<file path="config.mk">
export PLATFORM = sky130hd
export DESIGN_NAME = matrix_vec_mac_flat
export DESIGN_NICKNAME = d
export VERILOG_FILES = /design/src/rtl/matrix_vec_mac_if.sv /design/src/rtl/matrix_vec_mac.sv /design/src/flat_wrapper.sv
export SDC_FILE = /design/constraint.sdc
export NUM_CORES = 2
export LEC_CHECK = 0
export CORE_ASPECT_RATIO = 0.6
export CORE_MARGIN = 2
export CORE_UTILIZATION = 41
export CTS_BUF_LIST = sky130_fd_sc_hd__clkbuf_8 sky130_fd_sc_hd__clkbuf_16
export DETAILED_ROUTE_END_ITERATION = 6
export GPL_ROUTABILITY_DRIVEN = 0
export PLACE_DENSITY_LB_ADDON = 0.3
export SETUP_SLACK_MARGIN = 0.15
export SYNTH_ARGS = -nofsm -noshare
export SYNTH_HDL_FRONTEND = slang
export SYNTH_SLANG_ARGS = --single-unit
export TNS_END_PERCENT = 20
</file>
<file path="constraint.sdc">
create_clock -name clk -period 10.7 [get_ports clk]
set_input_delay 2.14 -clock clk [delete_from_list [all_inputs] [get_ports clk]]
set_output_delay 2.14 -clock clk [all_outputs]
set_load 0.05 [all_outputs]
</file>
<file path="src/rtl/matrix_vec_mac_if.sv">
// Operand, result and handshake bundle for matrix_vec_mac.
// Elements are indexed [row][col][bit] on the matrix and [idx][bit] on the vectors.
interface matrix_vec_mac_if #(
  parameter int WIDTH = 16,
  parameter int ROWS  = 4,
  parameter int COLS  = 4
);
  logic                                 startMult;
  logic                                 mode;
  logic [0:ROWS-1][0:COLS-1][WIDTH-1:0] A;
  logic [0:COLS-1][WIDTH-1:0]           B;
  logic [0:ROWS-1][WIDTH-1:0]           C;
  logic [0:ROWS-1][WIDTH-1:0]           Res;
  logic                                 busy;
  logic                                 endMult;
  logic                                 ovf;

  modport master (
    output startMult, mode, A, B, C,
    input  Res, busy, endMult, ovf
  );

  modport slave (
    input  startMult, mode, A, B, C,
    output Res, busy, endMult, ovf
  );
endinterface

</file>
<file path="src/rtl/matrix_vec_mac.sv">
// Fixed-point matrix-vector multiply-accumulate: one column per cycle,
// all rows in parallel, then round, saturate and register the result.
module matrix_vec_mac #(
  parameter int WIDTH = 16,
  parameter int ROWS  = 4,
  parameter int COLS  = 4,
  parameter int FRAC  = 0
) (
  input logic             clk,
  input logic             rst_n,
  matrix_vec_mac_if.slave bus
);
  localparam int ACCW = 2 * WIDTH + $clog2(COLS) + 1;
  localparam int SW   = ACCW + 2;
  localparam int CW   = (COLS > 1) ? $clog2(COLS) : 1;

  localparam logic signed [SW-1:0] RND  = (SW'(1) << FRAC) >> 1;
  localparam logic signed [SW-1:0] MAXV =
    {{(SW-WIDTH+1){1'b0}}, {(WIDTH-1){1'b1}}};
  localparam logic signed [SW-1:0] MINV = ~MAXV;

  typedef enum logic [1:0] {IDLE, MAC, OUT} state_t;

  state_t                               state;
  logic                                 start_prev;
  logic [CW-1:0]                        col;
  logic                                 mode_reg;
  logic [0:ROWS-1][0:COLS-1][WIDTH-1:0] a_reg;
  logic [0:COLS-1][WIDTH-1:0]           b_reg;
  logic [0:ROWS-1][WIDTH-1:0]           c_reg;
  logic signed [ACCW-1:0]               acc [ROWS];

  logic signed [2*WIDTH-1:0] prod [ROWS];
  logic signed [SW-1:0]      sum  [ROWS];
  logic signed [SW-1:0]      shf  [ROWS];
  logic [WIDTH-1:0]          sat_val [ROWS];
  logic [ROWS-1:0]           sat_hit;
  logic                      rise;

  assign rise     = bus.startMult & ~start_prev;
  assign bus.busy = (state != IDLE);

  always_comb begin
    sat_hit = '0;
    for (int r = 0; r < ROWS; r++) begin
      prod[r] = (2*WIDTH)'($signed(a_reg[r][col]))
              * (2*WIDTH)'($signed(b_reg[col]));
      sum[r] = SW'(acc[r]) + RND;
      if (mode_reg)
        sum[r] = sum[r] + (SW'($signed(c_reg[r])) <<< FRAC);
      shf[r] = sum[r] >>> FRAC;
      sat_val[r] = shf[r][WIDTH-1:0];
      if (shf[r] > MAXV) begin
        sat_val[r] = MAXV[WIDTH-1:0];
        sat_hit[r] = 1'b1;
      end else if (shf[r] < MINV) begin
        sat_val[r] = MINV[WIDTH-1:0];
        sat_hit[r] = 1'b1;
      end
    end
  end

  always_ff @(posedge clk or negedge rst_n) begin
    if (!rst_n) begin
      state       <= IDLE;
      start_prev  <= 1'b0;
      col         <= '0;
      mode_reg    <= 1'b0;
      a_reg       <= '0;
      b_reg       <= '0;
      c_reg       <= '0;
      for (int r = 0; r < ROWS; r++)
        acc[r] <= '0;
      bus.Res     <= '0;
      bus.endMult <= 1'b0;
      bus.ovf     <= 1'b0;
    end else begin
      start_prev  <= bus.startMult;
      bus.endMult <= 1'b0;
      unique case (state)
        IDLE: begin
          if (rise) begin
            a_reg    <= bus.A;
            b_reg    <= bus.B;
            c_reg    <= bus.C;
            mode_reg <= bus.mode;
            for (int r = 0; r < ROWS; r++)
              acc[r] <= '0;
            col      <= '0;
            state    <= MAC;
          end
        end
        MAC: begin
          for (int r = 0; r < ROWS; r++)
            acc[r] <= acc[r] + ACCW'(prod[r]);
          if (col == CW'(COLS - 1)) begin
            col   <= '0;
            state <= OUT;
          end else begin
            col <= col + 1'b1;
          end
        end
        OUT: begin
          for (int r = 0; r < ROWS; r++)
            bus.Res[r] <= sat_val[r];
          bus.ovf     <= |sat_hit;
          bus.endMult <= 1'b1;
          state       <= IDLE;
        end
        default: state <= IDLE;
      endcase
    end
  end
endmodule

</file>
<file path="src/flat_wrapper.sv">
// flat-port wrapper written by rule: the top's interface ports become plain ports
module matrix_vec_mac_flat 
#(
  parameter int WIDTH = 16,
  parameter int ROWS  = 4,
  parameter int COLS  = 4,
  parameter int FRAC  = 0
)
  (clk, rst_n, bus_startMult, bus_mode, bus_A, bus_B, bus_C, bus_Res, bus_busy, bus_endMult, bus_ovf);
  matrix_vec_mac_if #(.WIDTH(WIDTH), .ROWS(ROWS), .COLS(COLS)) bus_i ();
  input logic clk;
  input logic rst_n;
  input wire logic [$bits(bus_i.startMult)-1:0] bus_startMult;
  input wire logic [$bits(bus_i.mode)-1:0] bus_mode;
  input wire logic [$bits(bus_i.A)-1:0] bus_A;
  input wire logic [$bits(bus_i.B)-1:0] bus_B;
  input wire logic [$bits(bus_i.C)-1:0] bus_C;
  output wire logic [$bits(bus_i.Res)-1:0] bus_Res;
  output wire logic [$bits(bus_i.busy)-1:0] bus_busy;
  output wire logic [$bits(bus_i.endMult)-1:0] bus_endMult;
  output wire logic [$bits(bus_i.ovf)-1:0] bus_ovf;
  assign bus_i.startMult = bus_startMult;
  assign bus_i.mode = bus_mode;
  assign bus_i.A = bus_A;
  assign bus_i.B = bus_B;
  assign bus_i.C = bus_C;
  assign bus_Res = bus_i.Res;
  assign bus_busy = bus_i.busy;
  assign bus_endMult = bus_i.endMult;
  assign bus_ovf = bus_i.ovf;
  matrix_vec_mac #(.WIDTH(WIDTH), .ROWS(ROWS), .COLS(COLS), .FRAC(FRAC)) u_core (.clk(clk), .rst_n(rst_n), .bus(bus_i));
endmodule
</file>
Word level (Yosys, flattened, before mapping)
Index checks and enable logic that the tools add are counted.
- latch bits: 0
- output and inout port bits: 67
- flip-flop bits (word level): 596
- memories: 0
- bits in writable memories: 0
- input port bits: 388
- ROM bits: 0
- add/sub/neg operators: 9
- multipliers: 4
- bitwise operators: 3
- shifts and indexed selects: 0
- equal/unequal tests: 5
- divide/modulo/power cells: 0
- reduce and logical (&&, ||, !) cells: 7
- $lt $le $gt $ge: 9
- muxes and demuxes: 44
- operators by type and width (operator ; number):
    16-bit 2-to-1 mux ; 18
    140-bit case mux with 2 select lines ; 1
    16-bit binary-select mux with 2-bit select ; 5
    37-bit by 16-bit greater-than comparator with 1-bit output, second input constant ; 4
    37-bit by 16-bit less-than comparator with 1-bit output, second input constant ; 4
    37-bit 2-to-1 mux ; 4
    35-bit by 16-bit adder with 36-bit output ; 4
    35-bit by 32-bit adder with 35-bit output ; 4
    140-bit 2-to-1 mux ; 1
    16-bit by 16-bit multiplier with 32-bit output ; 4
    1-bit 2-to-1 mux ; 9
    2-bit 2-to-1 mux ; 4
    2-bit case mux with 2 select lines ; 2
    2-bit AND reduction ; 3
    2-bit equality test, second input constant ; 2
    2-bit by 1-bit != test with 1-bit output, second input constant ; 2
    2-bit nonzero test ; 2
    4-bit OR reduction ; 1
    3-bit >= comparator, second input constant ; 1
    2-bit NOT with 3-bit output ; 1
    2-bit by 1-bit adder with 2-bit output, second input constant ; 1
    2-bit by 1-bit equality test with 1-bit output, second input constant ; 1
    2-bit logical NOT ; 1
    1-bit bitwise AND ; 1
    1-bit NOT ; 1

Depth between registers and ports, before layout
- depth after elaboration: 7
- gate-level depth with buffers: 36
- mapped depth without buffers: 30

Worst setup path after synthesis
Ideal clock, no wire load.
- kind: register -> register
- from: reg u_core.col[0]
- to: reg u_core.acc[103] (netlist bit)
- path slack: 1741 ps
- arrival time: 8889 ps
- stages on the path, launching flop included: 33
- setup time: 69 ps
- cells stage by stage: dfrtp_1 clkbuf_1 clkbuf_1 buf_1 clkbuf_1 clkbuf_1 mux2i_1 nand2_1 o21ai_1 nor2_1 fa_1 inv_1 fa_1 fa_1 fa_1 inv_1 fa_1 inv_1 fa_1 inv_1 ha_1 a21oi_1 nor2b_1 a211o_1 a21o_1 a21o_1 a21oi_1 o311ai_0 a2111oi_0 o31ai_1 a21oi_1 or4b_2 nand3_1
- cells in the longest elaborated chain, start to end: 7
- elaborated cells on any way between the ends: 10
- those cells by class: add/sub (1); mul (1); mux (7); bitwise (1)
- RTL lines (what ; line ; RTL):
    start: declaration ; matrix_vec_mac.sv:26 ; logic [CW-1:0] col;
    start signal: assignment ; matrix_vec_mac.sv:100 ; col <= col + 1'b1;
    2-bit NOT with 3-bit output (implied by the code) (*) ; matrix_vec_mac.sv:46, matrix_vec_mac.sv:47 ;
    16-bit binary-select mux with 2-bit select, on equally long branches ; matrix_vec_mac.sv:46, matrix_vec_mac.sv:47 ;
    16-bit 2-to-1 mux, on equally long branches (2 in series) ; matrix_vec_mac.sv:46, matrix_vec_mac.sv:47 ;
    16-bit by 16-bit multiplier with 32-bit output (*) ; matrix_vec_mac.sv:47 ; * (2*WIDTH)'($signed(b_reg[col]));
    35-bit by 32-bit adder with 35-bit output (*) ; matrix_vec_mac.sv:95 ; acc[r] <= acc[r] + ACCW'(prod[r]);
    140-bit case mux with 2 select lines (*) ; matrix_vec_mac.sv:80 ; unique case (state)
    end signal: indexed assignment ; matrix_vec_mac.sv:95 ;
    end: declaration ; matrix_vec_mac.sv:31 ; logic signed [ACCW-1:0] acc [ROWS];
Mark *: on every way between the ends. The rest lies on a longest branch, timed or not. The select of a mux whose other input is x is not followed.
A chain may end at the register's enable or synchronous reset.

Worst setup path after layout
Same ends and word-level chain as after synthesis.

==> impl_results.md <==
* Postcts setup bufs at 0
* GRT overflow at 0
* Hold buffers post-CTS at 0
* Worst-Margin Slew at 1380 ps
* Clk sinks at 596
* Vias at 63670
* Max-Cap Viols at 0
* Total Negative Setup Slacks at 0 ps
* Outcome: complete, no violations
* Crit. End Element: flop
* Clock root buffer: clkbuf_16
* RSZ-0062 raised after global routing: false
* Die boundary height at 344.5 um
* Post-synth EDFFs at 0
* Setup Skew at 31.62 ps
* Clock tree buffer depth at 3
* Post-Synthesis Net Count at 11229
* WL/cell at 20.59 um
* Layout cell share with drive strength beyond 1 at 0.04387
* Maximum clock frequency at 107.3 MHz
* Synth async-reset ratio at 1.000
* Fillers at 18315
* Buffers on Ports at 454
* Initial core utilization at 0.4142
* Antenna violations before repair at 4
* Yosys warning count at 0
* Clock Latency Late Sink at 680 ps
* Site row count at 124
* Post-Synthesis Cells at 9040
* Rel. slew slack at 0.07398
* Yosys top cell area share at 0.3143
* Die width at 571.5 um
* Max H-tree Level at 3
* Synth Cell Area at 79230 um2
* Final setup viols at 0
* Nature of the critical path startpoint: flop
* Post_cts resized at 0
* CTS Buf Count at 71
* CP peak stage delay at 980 ps
* Syn avg cell area at 8.764 um2
* Final-report hold violation count at 0
* Most used DFF post-synth: dfrtp_1
* Core area at 191300 um2
* Fin util at 0.4649
* Final Critical Period at 9317 ps
* Max Slew Vio Count at 0
* CP max-delay cell: o21ai_1
* Post-route ant nets at 0
* Clk pin slew, worst setup/hold paths at 70 ps
* Multi-input logic area at 57360 um2
* Fin crit share at 0.8708
* HPWL after DPL at 195800 um
* Register Area at 14930 um2
* Die area at 196900 um2
* Largest area contributor in the netlist: fa_1
* Setup CP Type: flop to flop
* Tot GR Track Use at 0.2550
* CP Max Fanout at 59
* Largest register FFs at 256
* Via count of the first global-routing pass at 67807
* Drt first-iter violations at 4863
* Io pins at 455
* Register area share after synthesis at 0.1882
* Remaining DRCs at 0
* Layout area overhead at 12.25%
* Post-detailed-routing wire length at 245700 um
* Clock tree from TritonCTS: yes
* Largest net degree at the start of global routing at 224
* Critical Path AT at 9930 ps
* Nets at 11482
* Top cell by count, worst path: fa_1
* First-pass GRT wire length at 389400 um
* Hold Crit Class: flop to flop
* Critical Path RT at 11310 ps
* Synth area leaders: fa_1 (31%), dfrtp_1 (19%), nand2_1 (9.2%), ha_1 (8.8%), inv_1 (7.0%)
* Drt first pass iters at 6
* Netlist cell types at 108
* Via density at 5.336
* Register bit total from synthesis at 596
worst paths after layout:
| check | from | end | slack [ps] | cells past startpoint |
|---|---|---|---|---|
| setup / recovery | u_core.col[0] | u_core.acc[103] | 1380 | 26 |
| hold / removal | u_core.a_reg[253] | u_core.a_reg[253] | 470 | 2 |
| setup reg to reg | u_core.col[0] | u_core.acc[103] | 1380 | 26 |
| hold reg to reg | u_core.a_reg[253] | u_core.a_reg[253] | 470 | 2 |
| max in group asynchronous | rst_n | u_core.mode_reg | 7160 | 3 |
| min in group asynchronous | rst_n | u_core.acc[91] | 1560 | 1 |
worst max-delay path, delay by kind of cell, from the launching register on:
family / cells / cell delay, ps
fa+ha+maj: 7 / 2970
mux: 1 / 410
compound gates: 11 / 3460
simple gates: 4 / 1090
buf+inv: 3 / 510
flops: 1 / 760
layout by cell type (no fill, tap or decap), types with 21 or more instances in the layout:
cell type / instances
nand2_1: 1951
inv_1: 1480
fa_1: 1244
nor2_1: 659
dfrtp_1: 593
ha_1: 557
clkdlybuf4s50_1: 453
o21ai_0: 246
a21oi_1: 232
xnor2_1: 134
a21o_1: 122
nand3_1: 115
mux2i_1: 103
nor2b_1: 97
o21a_1: 92
buf_4: 89
xor2_1: 77
mux2_2: 74
clkbuf_16: 73
nor3_1: 71
and2_1: 59
o21ai_1: 56
a211oi_1: 54
nand2b_1: 45
a31oi_1: 42
o211ai_1: 41
nand4_1: 39
o21bai_1: 37
o31ai_1: 33
and3_1: 31
or2_2: 23
or3_1: 22
a221oi_1: 21
a211o_1: 21
cell usage after synthesis, drive strengths merged (9+ instances only):
master,count
a2111oi,15
a211o,23
a211oi,55
a21o,123
a21oi,232
a221oi,21
a31o,10
a31oi,43
a41oi,9
and2,61
and3,33
buf,48
clkbuf,326
dfrtp,596
fa,1244
ha,557
inv,1474
mux2,74
mux2i,103
mux4,17
nand2,1951
nand2b,47
nand3,116
nand4,39
nor2,661
nor2b,98
nor3,71
nor4,17
o211ai,41
o21a,98
o21ai,316
o21bai,37
o22a,16
o22ai,17
o31ai,35
or2,23
or3,23
or4,11
xnor2,134
xor2,77
metal layers:
| metal | up-vias | track usage | wire, um |
|---|---|---|---|
| met3 | 428 | 0.05566 | 19010 |
| met2 | 2168 | 0.4245 | 115700 |
| li1 | 28980 | - | - |
| met4 | 0 | 0.08372 | 8794 |
| met5 | - | 0 | 0 |
| met1 | 32094 | 0.3303 | 102200 |
metrics by stage:
stage | cells | hold slack [ps] | instance area (um2) | setup slack, ps
floorplan | 9040 | 440.1 | 79230 | 1741
global placement | 11802 | 456.8 | 86510 | 1144
detailed placement | 11803 | 458.2 | 86530 | 1508
CTS | 11929 | 473.2 | 88920 | 1484
global route | 11932 | 488.6 | 88930 | 938.1
finish | 11932 | 468.7 | 88930 | 1383
final cells by class:
class	count	area share
flip-flops and latches	596	0.1678
diodes	3	0.00008442
multi-input cells	6593	0.6450
inverters	1475	0.06229
well taps	2583	0.03634
clock inverters	39	0.004249
clock buffers	87	0.02271
repair buffers	556	0.06150
cells by family after synthesis:
| group | synth area share |
|---|---|
| AO/OA/AOI/OAI | 0.09926 |
| XOR/XNOR | 0.02333 |
| adder cells (fa/ha/maj) | 0.4023 |
| buffers and inverters | 0.08983 |
| flip-flops | 0.1882 |
| multiplexers | 0.02836 |
| AND/OR/NAND/NOR | 0.1687 |
Power is left out: the tool's default activity adds up to more than one toggle a clock period on the data nets, which glitch-free logic cannot reach.
